--- src/rtl/piso_4_bits_tx_pkg.sv ---
// ============================================================================
// Module : piso_pkg
// Brief  : State encoding and default parameters for the PISO transmitter.
// Rev    : 1.0
// ============================================================================
`default_nettype none

package piso_pkg;

  typedef enum logic [1:0] {
    ST_IDLE  = 2'd0,
    ST_SHIFT = 2'd1,
    ST_GAP   = 2'd2
  } state_t;

  localparam int DEF_WIDTH     = 4;
  localparam int DEF_GAP       = 1;
  localparam bit DEF_MSB_FIRST = 1'b0;

endpackage

`default_nettype wire

--- src/rtl/piso_4_bits_tx_if.sv ---
// ============================================================================
// Module : piso_4_bits_tx_if
// Brief  : Valid/ready word handshake between upstream and the transmitter.
// Rev    : 1.0
// ============================================================================
`default_nettype none

interface piso_4_bits_tx_if #(
  parameter int WIDTH = 4
) ();

  logic [WIDTH-1:0] data_in;
  logic             valid_in;
  logic             ready_out;

  modport master (
    output data_in,
    output valid_in,
    input  ready_out
  );

  modport slave (
    input  data_in,
    input  valid_in,
    output ready_out
  );

endinterface

`default_nettype wire

--- src/rtl/piso_4_bits_tx_shift.sv ---
// ============================================================================
// Module : piso_4_bits_tx_shift
// Brief  : Parallel-load shift register; bit order selected by MSB_FIRST.
// Rev    : 1.0
// ============================================================================
`default_nettype none

module piso_4_bits_tx_shift #(
  parameter int WIDTH     = 4,
  parameter bit MSB_FIRST = 1'b0
) (
  input  wire logic             clk,
  input  wire logic             rst,
  input  wire logic             load,
  input  wire logic             shift,
  input  wire logic [WIDTH-1:0] load_data,
  output logic                  first_bit,
  output logic                  next_bit
);

  logic [WIDTH-1:0] r_shift;
  logic [WIDTH-1:0] w_shifted;

  // first_bit comes straight from load_data so the first bit can be
  // registered on the accepting edge; next_bit is the one after the current.
  generate
    if (MSB_FIRST) begin : g_msb_first
      assign first_bit = load_data[WIDTH-1];
      assign next_bit  = r_shift[WIDTH-2];
      assign w_shifted = {r_shift[WIDTH-2:0], 1'b0};
    end else begin : g_lsb_first
      assign first_bit = load_data[0];
      assign next_bit  = r_shift[1];
      assign w_shifted = {1'b0, r_shift[WIDTH-1:1]};
    end
  endgenerate

  always_ff @(posedge clk) begin
    if (rst) begin
      r_shift <= '0;
    end else if (load) begin
      r_shift <= load_data;
    end else if (shift) begin
      r_shift <= w_shifted;
    end
  end

endmodule

`default_nettype wire

--- src/rtl/piso_4_bits_tx.sv ---
// ============================================================================
// Module : piso_4_bits_tx
// Brief  : Handshaked word in, one framed serial bit per clock out with enable.
// Rev    : 1.0
// ============================================================================
`default_nettype none

module piso_4_bits_tx
  import piso_pkg::*;
#(
  parameter int WIDTH     = DEF_WIDTH,
  parameter bit MSB_FIRST = DEF_MSB_FIRST,
  parameter int GAP       = DEF_GAP
) (
  input  wire logic           clk,
  input  wire logic           rst,
  piso_4_bits_tx_if.slave     bus,
  output logic                D,
  output logic                en,
  output logic                busy,
  output logic                done
);

  localparam int                c_cnt_w    = $clog2(WIDTH) + 1;
  localparam logic [c_cnt_w-1:0] c_last    = c_cnt_w'(WIDTH - 1);
  localparam logic [3:0]         c_gap_last = (GAP > 0) ? 4'(GAP - 1) : 4'd0;

  state_t               r_state, w_state_nxt;
  logic [c_cnt_w-1:0]   r_cnt, w_cnt_nxt;
  logic [3:0]           r_gap, w_gap_nxt;
  logic                 r_d, w_d_nxt;
  logic                 r_en, w_en_nxt;
  logic                 r_ready, w_ready_nxt;
  logic                 r_busy, w_busy_nxt;
  logic                 r_done, w_done_nxt;

  logic                 w_accept;
  logic                 w_shift;
  logic                 w_first_bit;
  logic                 w_next_bit;

  assign w_accept = bus.valid_in & r_ready;
  assign w_shift  = (r_state == ST_SHIFT) && (r_cnt != c_last);

  piso_4_bits_tx_shift #(
    .WIDTH     (WIDTH),
    .MSB_FIRST (MSB_FIRST)
  ) u_shift (
    .clk       (clk),
    .rst       (rst),
    .load      (w_accept),
    .shift     (w_shift),
    .load_data (bus.data_in),
    .first_bit (w_first_bit),
    .next_bit  (w_next_bit)
  );

  always_ff @(posedge clk) begin
    if (rst) begin
      r_state <= ST_IDLE;
      r_cnt   <= '0;
      r_gap   <= '0;
      r_d     <= 1'b0;
      r_en    <= 1'b0;
      r_ready <= 1'b1;
      r_busy  <= 1'b0;
      r_done  <= 1'b0;
    end else begin
      r_state <= w_state_nxt;
      r_cnt   <= w_cnt_nxt;
      r_gap   <= w_gap_nxt;
      r_d     <= w_d_nxt;
      r_en    <= w_en_nxt;
      r_ready <= w_ready_nxt;
      r_busy  <= w_busy_nxt;
      r_done  <= w_done_nxt;
    end
  end

  // Every output is computed one cycle ahead so it can leave a flop.
  always_comb begin
    w_state_nxt = r_state;
    w_cnt_nxt   = r_cnt;
    w_gap_nxt   = r_gap;
    w_d_nxt     = 1'b0;
    w_en_nxt    = 1'b0;
    w_ready_nxt = 1'b0;
    w_busy_nxt  = 1'b0;
    w_done_nxt  = 1'b0;
    unique case (r_state)
      ST_IDLE: begin
        w_ready_nxt = 1'b1;
        if (w_accept) begin
          w_state_nxt = ST_SHIFT;
          w_cnt_nxt   = '0;
          w_d_nxt     = w_first_bit;
          w_en_nxt    = 1'b1;
          w_ready_nxt = 1'b0;
          w_busy_nxt  = 1'b1;
        end
      end
      ST_SHIFT: begin
        if (r_cnt == c_last) begin
          w_done_nxt = 1'b1;
          if (GAP > 0) begin
            w_state_nxt = ST_GAP;
            w_gap_nxt   = '0;
            w_busy_nxt  = 1'b1;
          end else begin
            w_state_nxt = ST_IDLE;
            w_ready_nxt = 1'b1;
          end
        end else begin
          w_cnt_nxt  = r_cnt + 1'b1;
          w_d_nxt    = w_next_bit;
          w_en_nxt   = 1'b1;
          w_busy_nxt = 1'b1;
        end
      end
      ST_GAP: begin
        if (r_gap == c_gap_last) begin
          w_state_nxt = ST_IDLE;
          w_ready_nxt = 1'b1;
        end else begin
          w_gap_nxt  = r_gap + 1'b1;
          w_busy_nxt = 1'b1;
        end
      end
      default: begin
        w_state_nxt = ST_IDLE;
        w_ready_nxt = 1'b1;
      end
    endcase
  end

  assign bus.ready_out = r_ready;
  assign D             = r_d;
  assign en            = r_en;
  assign busy          = r_busy;
  assign done          = r_done;

endmodule

`default_nettype wire

--- src/flat_wrapper.sv ---
// flat-port wrapper written by rule: the top's interface ports become plain ports
module piso_4_bits_tx_flat import piso_pkg::*;
#(
  parameter int WIDTH     = DEF_WIDTH,
  parameter bit MSB_FIRST = DEF_MSB_FIRST,
  parameter int GAP       = DEF_GAP
)
  (clk, rst, D, en, busy, done, bus_data_in, bus_valid_in, bus_ready_out);
  piso_4_bits_tx_if #(.WIDTH(WIDTH)) bus_i ();
  input  wire logic clk;
  input  wire logic rst;
  output logic D;
  output logic en;
  output logic busy;
  output logic done;
  input wire logic [$bits(bus_i.data_in)-1:0] bus_data_in;
  input wire logic [$bits(bus_i.valid_in)-1:0] bus_valid_in;
  output wire logic [$bits(bus_i.ready_out)-1:0] bus_ready_out;
  assign bus_i.data_in = bus_data_in;
  assign bus_i.valid_in = bus_valid_in;
  assign bus_ready_out = bus_i.ready_out;
  piso_4_bits_tx #(.WIDTH(WIDTH), .MSB_FIRST(MSB_FIRST), .GAP(GAP)) u_core (.clk(clk), .rst(rst), .bus(bus_i), .D(D), .en(en), .busy(busy), .done(done));
endmodule
--- config.mk ---
export PLATFORM = sky130hd
export DESIGN_NAME = piso_4_bits_tx_flat
export DESIGN_NICKNAME = d
export VERILOG_FILES = /design/src/rtl/piso_4_bits_tx_pkg.sv /design/src/rtl/piso_4_bits_tx_if.sv /design/src/rtl/piso_4_bits_tx_shift.sv /design/src/rtl/piso_4_bits_tx.sv /design/src/flat_wrapper.sv
export SDC_FILE = /design/constraint.sdc
export NUM_CORES = 1
export LEC_CHECK = 0
export ABC_AREA = 1
export BUFFER_PORTS_ARGS = -buffer_cell sky130_fd_sc_hd__buf_2
export CAP_MARGIN = 20
export CORE_AREA = 5 5 45 47
export DETAILED_ROUTE_END_ITERATION = 7
export DIE_AREA = 0 0 50 52
export GPL_TIMING_DRIVEN = 0
export PLACE_DENSITY = 0.74
export SLEW_MARGIN = 20
export SYNTH_ARGS = -nofsm -noshare
export SYNTH_HDL_FRONTEND = slang
export SYNTH_SLANG_ARGS = --single-unit
export TNS_END_PERCENT = 10
--- constraint.sdc ---
create_clock -name clk -period 1.55 [get_ports clk]
set_clock_uncertainty 0.15 [all_clocks]
set_input_delay 0.2325 -clock clk [delete_from_list [all_inputs] [get_ports clk]]
set_output_delay 0.2325 -clock clk [all_outputs]
set_load 0.005 [all_outputs]
==> run metrics, run 1 <==
pwr/cell area 900 nW/um^2; vias in the first global route 690; Slew HR 0.804; Hold Path Sink u_core.r_cnt[2]$_SDFFE_PP0P_; synthesized instance count 104; mean post-synth cell area 7.66 um^2; synth warn 0; Num CTS Buffers 3; diode count 0; max incr delay on CP 0.33 ns; DRT Wirelength 1.48 mm; # setup viols final 0; most frequent cells in the layout 25 x nand2_1, 17 x dfxtp_1, 12 x buf_2, 10 x inv_1, 10 x nand3_1; fmax 692 MHz; Worst-Margin Slew 0.293 ns; fin crit share 0.933; GRT Overall Usage 0.137; Worst Path Class, Setup reg -> reg; clock slew at the register clock pins of the worst setup and hold paths 0.09 ns; simple-gate share of the synthesized area 0.331; post-route ant nets 0; initial antenna violation count 0; Required @ worst endpoint 1.63 ns; die area 2600 um^2; total grt overflow 0; routed len/inst 10.9 um; fin crit period 1.45 ns; boundary pin count 12; Post-Synth XOR/XNOR Area 0; Synth Area in Compound Gates 0.111; worst hold path type in -> reg; Synth Area in Adders 0.0628; total power 810 uW; Yosys cell types 16; num rows 15; Die X 50 um; chip height 52 um; final hold vios 0; commonest non-fill, non-tap cell in the layout nand2_1; TritonCTS Sinks 17; Critical path origin u_core.r_cnt[0]$_SDFFE_PP0P_; Final Util 0.557; CTS Buffer Depth 2; Worst Path Max Fanout 5; largest net degree at the start of global routing 11; Hold Startpoint rst; final layout net count 131; dpl hpwl 1.15 mm; Hold Path Cell Cnt 2; Synth Net Count 115; run status finished, final reports clean; arrival time worst endpoint 1.53 ns; fraction of layout cells with a size suffix above 1 0.277; Core Area 1610 um^2; CP cell instances ha_1 -> ha_1 -> inv_1 -> nand2_2 -> nand2_2 -> nand2_1 -> a21oi_2; RSZ-0062 raised after global routing false; largest family of logic cells by synthesized area simple AND/OR/NAND/NOR gates; setup_tns 0 ns; startpoint types flop; via count 683; Setup WS pre-CTS 0.134 ns; CTS Hold Bufs 0; IO Port Bufs 11; CP top delay family adder cells; Detailed Routing Iterations Pass 1 4; reg2reg end u_core.r_cnt[2]$_SDFFE_PP0P_; via/cell ratio 5.02; flops & latches, synth 17; Post-Synthesis Cell Area 797 um^2; GPL Wtd Cong 0.883; Max Cap Viol 0; CP endpoint kind flop; Syn-to-layout area delta 12.9%; number of DRC markers in iteration 0 11; Starting Density 0.494; post-CTS setup repair buffer count 0; CTS tree done; reg2reg setup slack 0.10 ns; Max IR drop VDD 0.661 mV; Pleak 0.399 nW; CTS H-tree lvls 1; worst r2r src u_core.r_cnt[0]$_SDFFE_PP0P_; R2R cell count 7; register area share after synthesis 0.427; CTS root buf clkbuf_4; first-pass GRT wire length 2.72 mm; slowest CP cell dfxtp_1; fin worst setup slack 0.104 ns; clk_lat worst skew 0.29 ns; count of pins over their slew limit 0; multiplexer area fraction after synthesis 0; post-CTS sizing 0; CP bufs+invs 1; DRC Markers 0
-- cell families (layout without fill, tap and decap cells) --
logic type      count (synthesis)  count (layout)
compound gates                 14              14
fa+ha+maj                       4               4
buf+inv                        14              29
flops                          17              17
simple gates                   55              55
-- per-stage QoR --
| stage | cells | instance area [um^2] | hold slack [ns] |
|---|---|---|---|
| 6_report | 136 | 900 | 0.0231 |
| 3_3_place_gp | 132 | 873 | 0.303 |
| 3_5_place_dp | 132 | 873 | 0.300 |
| 5_1_grt | 136 | 900 | 0.0194 |
| 4_1_cts | 136 | 900 | 0.0204 |
| 2_1_floorplan | 104 | 797 | 0.145 |
-- registers in the layout (all words and copies together) (netlist names) --
register,cells
u_core.done,1
u_core.busy,1
u_core.en,1
u_core.r_state,2
u_core.r_cnt,3
u_core.bus.ready_out,1
u_core.u_shift.r_shift,3
u_core.D,1
u_core.r_gap,4
-- synthesized netlist by cell type (all sizes together) --
cell type,n,area (um^2)
inv,13,48.8
o21ai,1,5.00
ha,4,50.1
nand4,1,6.26
buf,1,5.00
nor2,12,70.1
dfxtp,17,340
nand3,10,50.1
a31oi,1,12.5
a21oi,12,71.3
nand2,32,138
-- worst max-delay path by stage --
stage | endpoint | cells past startpoint
final | u_core.r_cnt[2]$_SDFFE_PP0P_ | 7
after global routing | u_core.u_shift.r_shift[2]$_SDFFE_PP0P_ | 7
after CTS | u_core.r_cnt[2]$_SDFFE_PP0P_ | 7
after detailed placement | u_core.r_cnt[2]$_SDFFE_PP0P_ | 7
after global placement | u_core.r_cnt[2]$_SDFFE_PP0P_ | 7
after floorplan | u_core.r_cnt[2]$_SDFFE_PP0P_ | 7
-- cell type report --
cell class | instances | area (um^2)
Multi-Input combinational cell | 73 | 403
Inverter | 13 | 48.8
Sequential cell | 17 | 340
Clock buffer | 4 | 26.3
Buffer | 1 | 5.00
Fill cell | 155 | 714
Timing Repair Buffer | 11 | 55.1
Tap cell | 17 | 21.3
-- layer usage --
| metal | vias up | GRT usage | part of all wire |
|---|---|---|---|
| met3 | 3 | 0.0344 | 0.027 |
| li1 | 364 | - | - |
| met5 | - | 0 | 0 |
| met2 | 8 | 0.220 | 0.51 |
| met1 | 308 | 0.161 | 0.44 |
| met4 | 0 | 0.0830 | 0.020 |
-- power by group --
group	internal [mW]	switching, mW
clock network	0.100	0.131
registers	0.458	0.0123
logic	0.0407	0.0678
total	0.599	0.211
-- worst reg2reg max path: stages (launching register included) --
cell and delay, ns:
dfxtp_1 0.33, ha_1 0.20, ha_1 0.24, inv_1 0.10, nand2_2 0.10, nand2_2 0.08, nand2_1 0.06, a21oi_2 0.12
(Power assumes the default switching activity.)
==> run 2: changes to the inputs <==
--- a/config.mk
+++ b/config.mk
@@ -8,11 +8,11 @@
 export ABC_AREA = 1
 export BUFFER_PORTS_ARGS = -buffer_cell sky130_fd_sc_hd__buf_2
 export CAP_MARGIN = 20
-export CORE_AREA = 5 5 45 47
+export CORE_AREA = 5 5 43 72
 export DETAILED_ROUTE_END_ITERATION = 7
-export DIE_AREA = 0 0 50 52
+export DIE_AREA = 0 0 48 77
 export GPL_TIMING_DRIVEN = 0
-export PLACE_DENSITY = 0.74
+export PLACE_DENSITY = 0.52
 export SLEW_MARGIN = 20
 export SYNTH_ARGS = -nofsm -noshare
 export SYNTH_HDL_FRONTEND = slang
==> run metrics, run 2 (synthesis gave the netlist of run 1 again) <==
run status finished, final reports clean; CTS Buffer Depth 2; Required @ worst endpoint 1.59 ns; count of pins over their slew limit 0; Max IR drop VDD 0.494 mV; R2R cell count 7; Worst-Margin Slew 0.291 ns; Hold Path Sink u_core.r_cnt[2]$_SDFFE_PP0P_; pwr/cell area 980 nW/um^2; Post-Layout Cell Count 145; fmax 689 MHz; area of the multi-input gates 403 um^2; number of DRC markers in iteration 0 8; fraction of layout cells with a size suffix above 1 0.277; Sequential Area 340 um^2; CTS root buf clkbuf_8; first-pass GRT wire length 2.94 mm; post-route ant nets 0; vias in the first global route 720; diode count 0; boundary pin count 12; worst hold path type in -> reg; arrival time worst endpoint 1.49 ns; GPL Wtd Cong 0.776; worst r2r src u_core.r_cnt[0]$_SDFFE_PP0P_; clk_lat worst skew 0.25 ns; Detailed Routing Iterations Pass 1 4; CTS Hold Bufs 0; Pleak 0.406 nW; clock slew at the register clock pins of the worst setup and hold paths 0.07 ns; Starting Density 0.324; CTS tree done; num rows 24; final layout net count 131; post-CTS sizing 0; Num CTS Buffers 3; reg2reg setup slack 0.1 ns; IO Port Bufs 11; largest net degree at the start of global routing 11; post-CTS setup repair buffer count 0; DRC Markers 0; CP endpoint kind flop; Min Hold Slack 0.0673 ns; Hold Startpoint rst; routed len/inst 11.2 um; fillers 275; Hold Path Cell Cnt 2; DP Cell Count 141; Syn-to-layout area delta 16.6%; fin crit share 0.937; Worst Path Max Fanout 5; max FFs per register 4; DRT Wirelength 1.62 mm; die area 3700 um^2; most flop-heavy register u_core.r_gap; startpoint types flop; Die X 48 um; Core Area 2460 um^2; commonest non-fill, non-tap cell in the layout nand2_1; area post-placement 885 um^2; Final Util 0.378; GRT Overall Usage 0.109; RSZ-0062 raised after global routing true; reg2reg end u_core.r_cnt[2]$_SDFFE_PP0P_; via count 686; chip height 77 um; initial antenna violation count 0; # setup viols final 0; TritonCTS Sinks 17; CTS H-tree lvls 1; dpl hpwl 1.29 mm; final hold vios 0; most frequent cells in the layout 25 x nand2_1, 17 x dfxtp_1, 12 x buf_2, 10 x inv_1, 10 x nand3_1; Slew HR 0.805; via/cell ratio 4.73; total grt overflow 0; post-route cell area 930 um^2; Worst Path Class, Setup reg -> reg; Max Cap Viol 0; Regs by FF count u_core.r_gap x4, u_core.r_cnt x3, u_core.u_shift.r_shift x3; fin crit period 1.45 ns
==> run 2: cell counts in the layout (fill, tap and decap cells not counted) <==
Identical to the previous run, type by type.
==> run 2: worst max path at each step <==
stage / start / to / slack [ns] / depth (start not counted)
6_report: u_core.r_cnt[0]$_SDFFE_PP0P_ / u_core.r_cnt[2]$_SDFFE_PP0P_ / 0.1 / 7
3_3_place_gp: u_core.r_cnt[0]$_SDFFE_PP0P_ / u_core.r_cnt[2]$_SDFFE_PP0P_ / 0.13 / 7
2_1_floorplan: u_core.r_cnt[0]$_SDFFE_PP0P_ / u_core.r_cnt[2]$_SDFFE_PP0P_ / 0.21 / 7
3_5_place_dp: u_core.r_cnt[0]$_SDFFE_PP0P_ / u_core.r_cnt[2]$_SDFFE_PP0P_ / 0.11 / 7
5_1_grt: u_core.r_cnt[0]$_SDFFE_PP0P_ / u_core.r_cnt[0]$_SDFFE_PP0P_ / -0.02 / 5
4_1_cts: u_core.r_cnt[0]$_SDFFE_PP0P_ / u_core.r_cnt[2]$_SDFFE_PP0P_ / 0.1 / 7
==> run 2: critical path: stages (launching register included) <==
cell	delay (ns)
dfxtp_1	0.33
ha_1	0.20
ha_1	0.24
inv_1	0.10
nand2_2	0.10
nand2_2	0.08
nand2_1	0.06
a21oi_2	0.12
==> run 2: routing by layer <==
metal / up-vias / routed length (um) / GRT usage
met2: 10 / 934 / 0.194
li1: 359 / - / -
met1: 315 / 629 / 0.104
met5: - / 0 / 0
met3: 2 / 38 / 0.0211
met4: 0 / 19 / 0.0647
==> run 2: power by group <==
part	internal (mW)	switching, mW	total (mW)	leakage (nW)
sequential	0.458	0.0133	0.471	0.139
combinational	0.0407	0.0684	0.109	0.245
clock	0.182	0.148	0.330	0.0228
==> run 2: layout make-up <==
type	instances	share of cell area
inverters	13	0.0525
clock buffers	4	0.0485
multi-input cells	73	0.433
repair buffers	11	0.0592
well taps	26	0.0350
flip-flops and latches	17	0.366
plain buffers	1	0.00538
==> run 2: stage by stage <==
stage / setup TNS [ns] / worst slack (ns) / power, mW
floorplan: 0 / 0.215 / 0.554
global placement: 0 / 0.130 / 0.590
detailed placement: 0 / 0.115 / 0.592
CTS: 0 / 0.0955 / 0.927
global route: -0.0297 / -0.0181 / 0.958
finish: 0 / 0.0984 / 0.911
==> run 3: changes to the inputs <==
--- a/config.mk
+++ b/config.mk
@@ -9,10 +9,11 @@
 export BUFFER_PORTS_ARGS = -buffer_cell sky130_fd_sc_hd__buf_2
 export CAP_MARGIN = 20
 export CORE_AREA = 5 5 43 72
+export CTS_BUF_LIST = sky130_fd_sc_hd__clkbuf_4 sky130_fd_sc_hd__clkbuf_8
 export DETAILED_ROUTE_END_ITERATION = 7
 export DIE_AREA = 0 0 48 77
 export GPL_TIMING_DRIVEN = 0
-export PLACE_DENSITY = 0.52
+export PLACE_DENSITY = 0.54
 export SLEW_MARGIN = 20
 export SYNTH_ARGS = -nofsm -noshare
 export SYNTH_HDL_FRONTEND = slang
==> constraint.sdc (replaced) <==
create_clock -name clk -period 1.2 [get_ports clk]
set_clock_uncertainty 0.15 [all_clocks]
set_input_delay 0.18 -clock clk [delete_from_list [all_inputs] [get_ports clk]]
set_output_delay 0.18 -clock clk [all_outputs]
set_load 0.005 [all_outputs]
==> run metrics, run 3 (synthesis gave the netlist of run 1 again) <==
run status complete, but fails checks; failing checks negative setup slack; CTS tree done; Max IR drop VDD 0.586 mV; Detailed Routing Iterations Pass 1 2; worst r2r src u_core.r_cnt[0]$_SDFFE_PP0P_; fmax 772 MHz; die area 3700 um^2; CTS H-tree lvls 1; first-pass GRT wire length 2.86 mm; Worst-Margin Slew 0.258 ns; DRC Markers 0; Regs by FF count u_core.r_gap x4, u_core.r_cnt x3, u_core.u_shift.r_shift x3; Num CTS Buffers 3; TritonCTS Sinks 17; initial antenna violation count 0; num rows 24; max FFs per register 4; GPL Wtd Cong 0.801; CP endpoint kind flop; count of pins over their slew limit 0; DP Cell Count 141; Required @ worst endpoint 1.20 ns; CTS Buffer Depth 2; most frequent cells in the layout 21 x nand2_1, 12 x buf_2, 11 x dfxtp_1, 10 x nand3_1, 9 x a21oi_1; fin crit period 1.30 ns; Core Area 2460 um^2; Setup WS pre-CTS -0.110 ns; NetSw 317 uW; via/cell ratio 4.71; diode count 0; reg2reg end u_core.r_state[0]$_SDFFE_PP0P_; # setup viols final 11; combinational share of power 0.144; RSZ-0062 raised after global routing true; Max Cap Viol 0; Hold Path Cell Cnt 3; CTS root buf clkbuf_8; Die X 48 um; IO Port Bufs 11; vias in the first global route 678; fraction of layout cells with a size suffix above 1 0.426; worst hold path type in -> reg; total grt overflow 0; routed len/inst 11.5 um; DRT Wirelength 1.70 mm; fin worst setup slack -0.0955 ns; largest net degree at the start of global routing 11; fin crit share 1.08; Hold Startpoint bus_data_in[0]; dpl hpwl 1.27 mm; final hold vios 0; final layout net count 134; chip height 77 um; pwr/cell area 1160 nW/um^2; reg2reg setup slack -0.1 ns; post-route ant nets 0; R2R cell count 6; CTS Hold Bufs 0; Post-Layout Cell Count 148; Hold Path Sink u_core.D$_SDFF_PP0_; Slew HR 0.827; setup_tns -0.450 ns; commonest non-fill, non-tap cell in the layout nand2_1; number of DRC markers in iteration 0 8; Seq pwr share 0.502; most flop-heavy register u_core.r_gap; boundary pin count 12; Pleak 0.459 nW; clk_lat worst skew 0.26 ns; clock slew at the register clock pins of the worst setup and hold paths 0.07 ns; GRT Overall Usage 0.110; Clk pwr share 0.354; Syn-to-layout area delta 31.1%; Worst Path Class, Setup reg -> reg; startpoint types flop; cell internal pwr 893 uW; Starting Density 0.324; Worst Path Max Fanout 4; via count 697; arrival time worst endpoint 1.29 ns; Min Hold Slack 0.0269 ns; Switching Share 0.262
[run 3: worst max-delay path, stage by stage (launching register included)]
cell	delay [ns]
dfxtp_2	0.35
ha_4	0.14
ha_4	0.18
nor2_4	0.05
nor2_4	0.15
buf_4	0.12
nor2_1	0.03
[run 3: timing repair]
action / CTS / global route
resized for setup: 10 / 7
hold endpoints to repair: 0 / 0
buffers inserted: 1 / 2
pin swaps: 4 / 5
setup endpoints to repair: 16 / 15
[run 3: area by class of cell]
type	count	area [um^2]
plain buffers	1	5.00
clock buffers	3	41.3
clock inverters	1	5.00
fillers	258	1420
inverters	13	51.3
multi-input cells	73	479
flip-flops and latches	17	353
well taps	26	32.5
repair buffers	14	77.6
[run 3: layer usage]
layer  routed length (um)  share of wire  track usage
met1                  639           0.38        0.112
met2                  923           0.54        0.176
met3                   62          0.037       0.0211
met4                   70          0.041       0.0889
met5                    0              0            0
[run 3: power groups by stage]
stage | clock [mW] | sequential (mW) | combinational, mW
after floorplan | 0 | 0.620 | 0.103
after global placement | 0 | 0.621 | 0.151
after detailed placement | 0 | 0.621 | 0.151
after CTS | 0.448 | 0.609 | 0.167
after global routing | 0.478 | 0.610 | 0.193
final | 0.428 | 0.608 | 0.174
[run 3: worst max-delay path by stage]
stage,startpoint,endpoint,cells after the start
after detailed placement,u_core.r_gap[0]$_SDFFE_PP0P_,u_core.bus.ready_out$_SDFF_PP1_,6
after floorplan,u_core.r_gap[0]$_SDFFE_PP0P_,u_core.bus.ready_out$_SDFF_PP1_,6
after CTS,u_core.r_cnt[0]$_SDFFE_PP0P_,u_core.r_gap[2]$_SDFFE_PP0P_,5
final,u_core.r_cnt[0]$_SDFFE_PP0P_,u_core.r_state[0]$_SDFFE_PP0P_,6
after global placement,u_core.r_gap[0]$_SDFFE_PP0P_,u_core.bus.ready_out$_SDFF_PP1_,6
after global routing,u_core.r_cnt[0]$_SDFFE_PP0P_,u_core.r_state[0]$_SDFFE_PP0P_,6
[run 3: through the flow]
stage	area, um^2	util	power, mW
after floorplan	827	-	0.723
after global placement	915	0.371	0.771
after detailed placement	915	0.371	0.772
after CTS	1000	0.408	1.22
after global routing	1040	0.424	1.28
final	1040	0.424	1.21
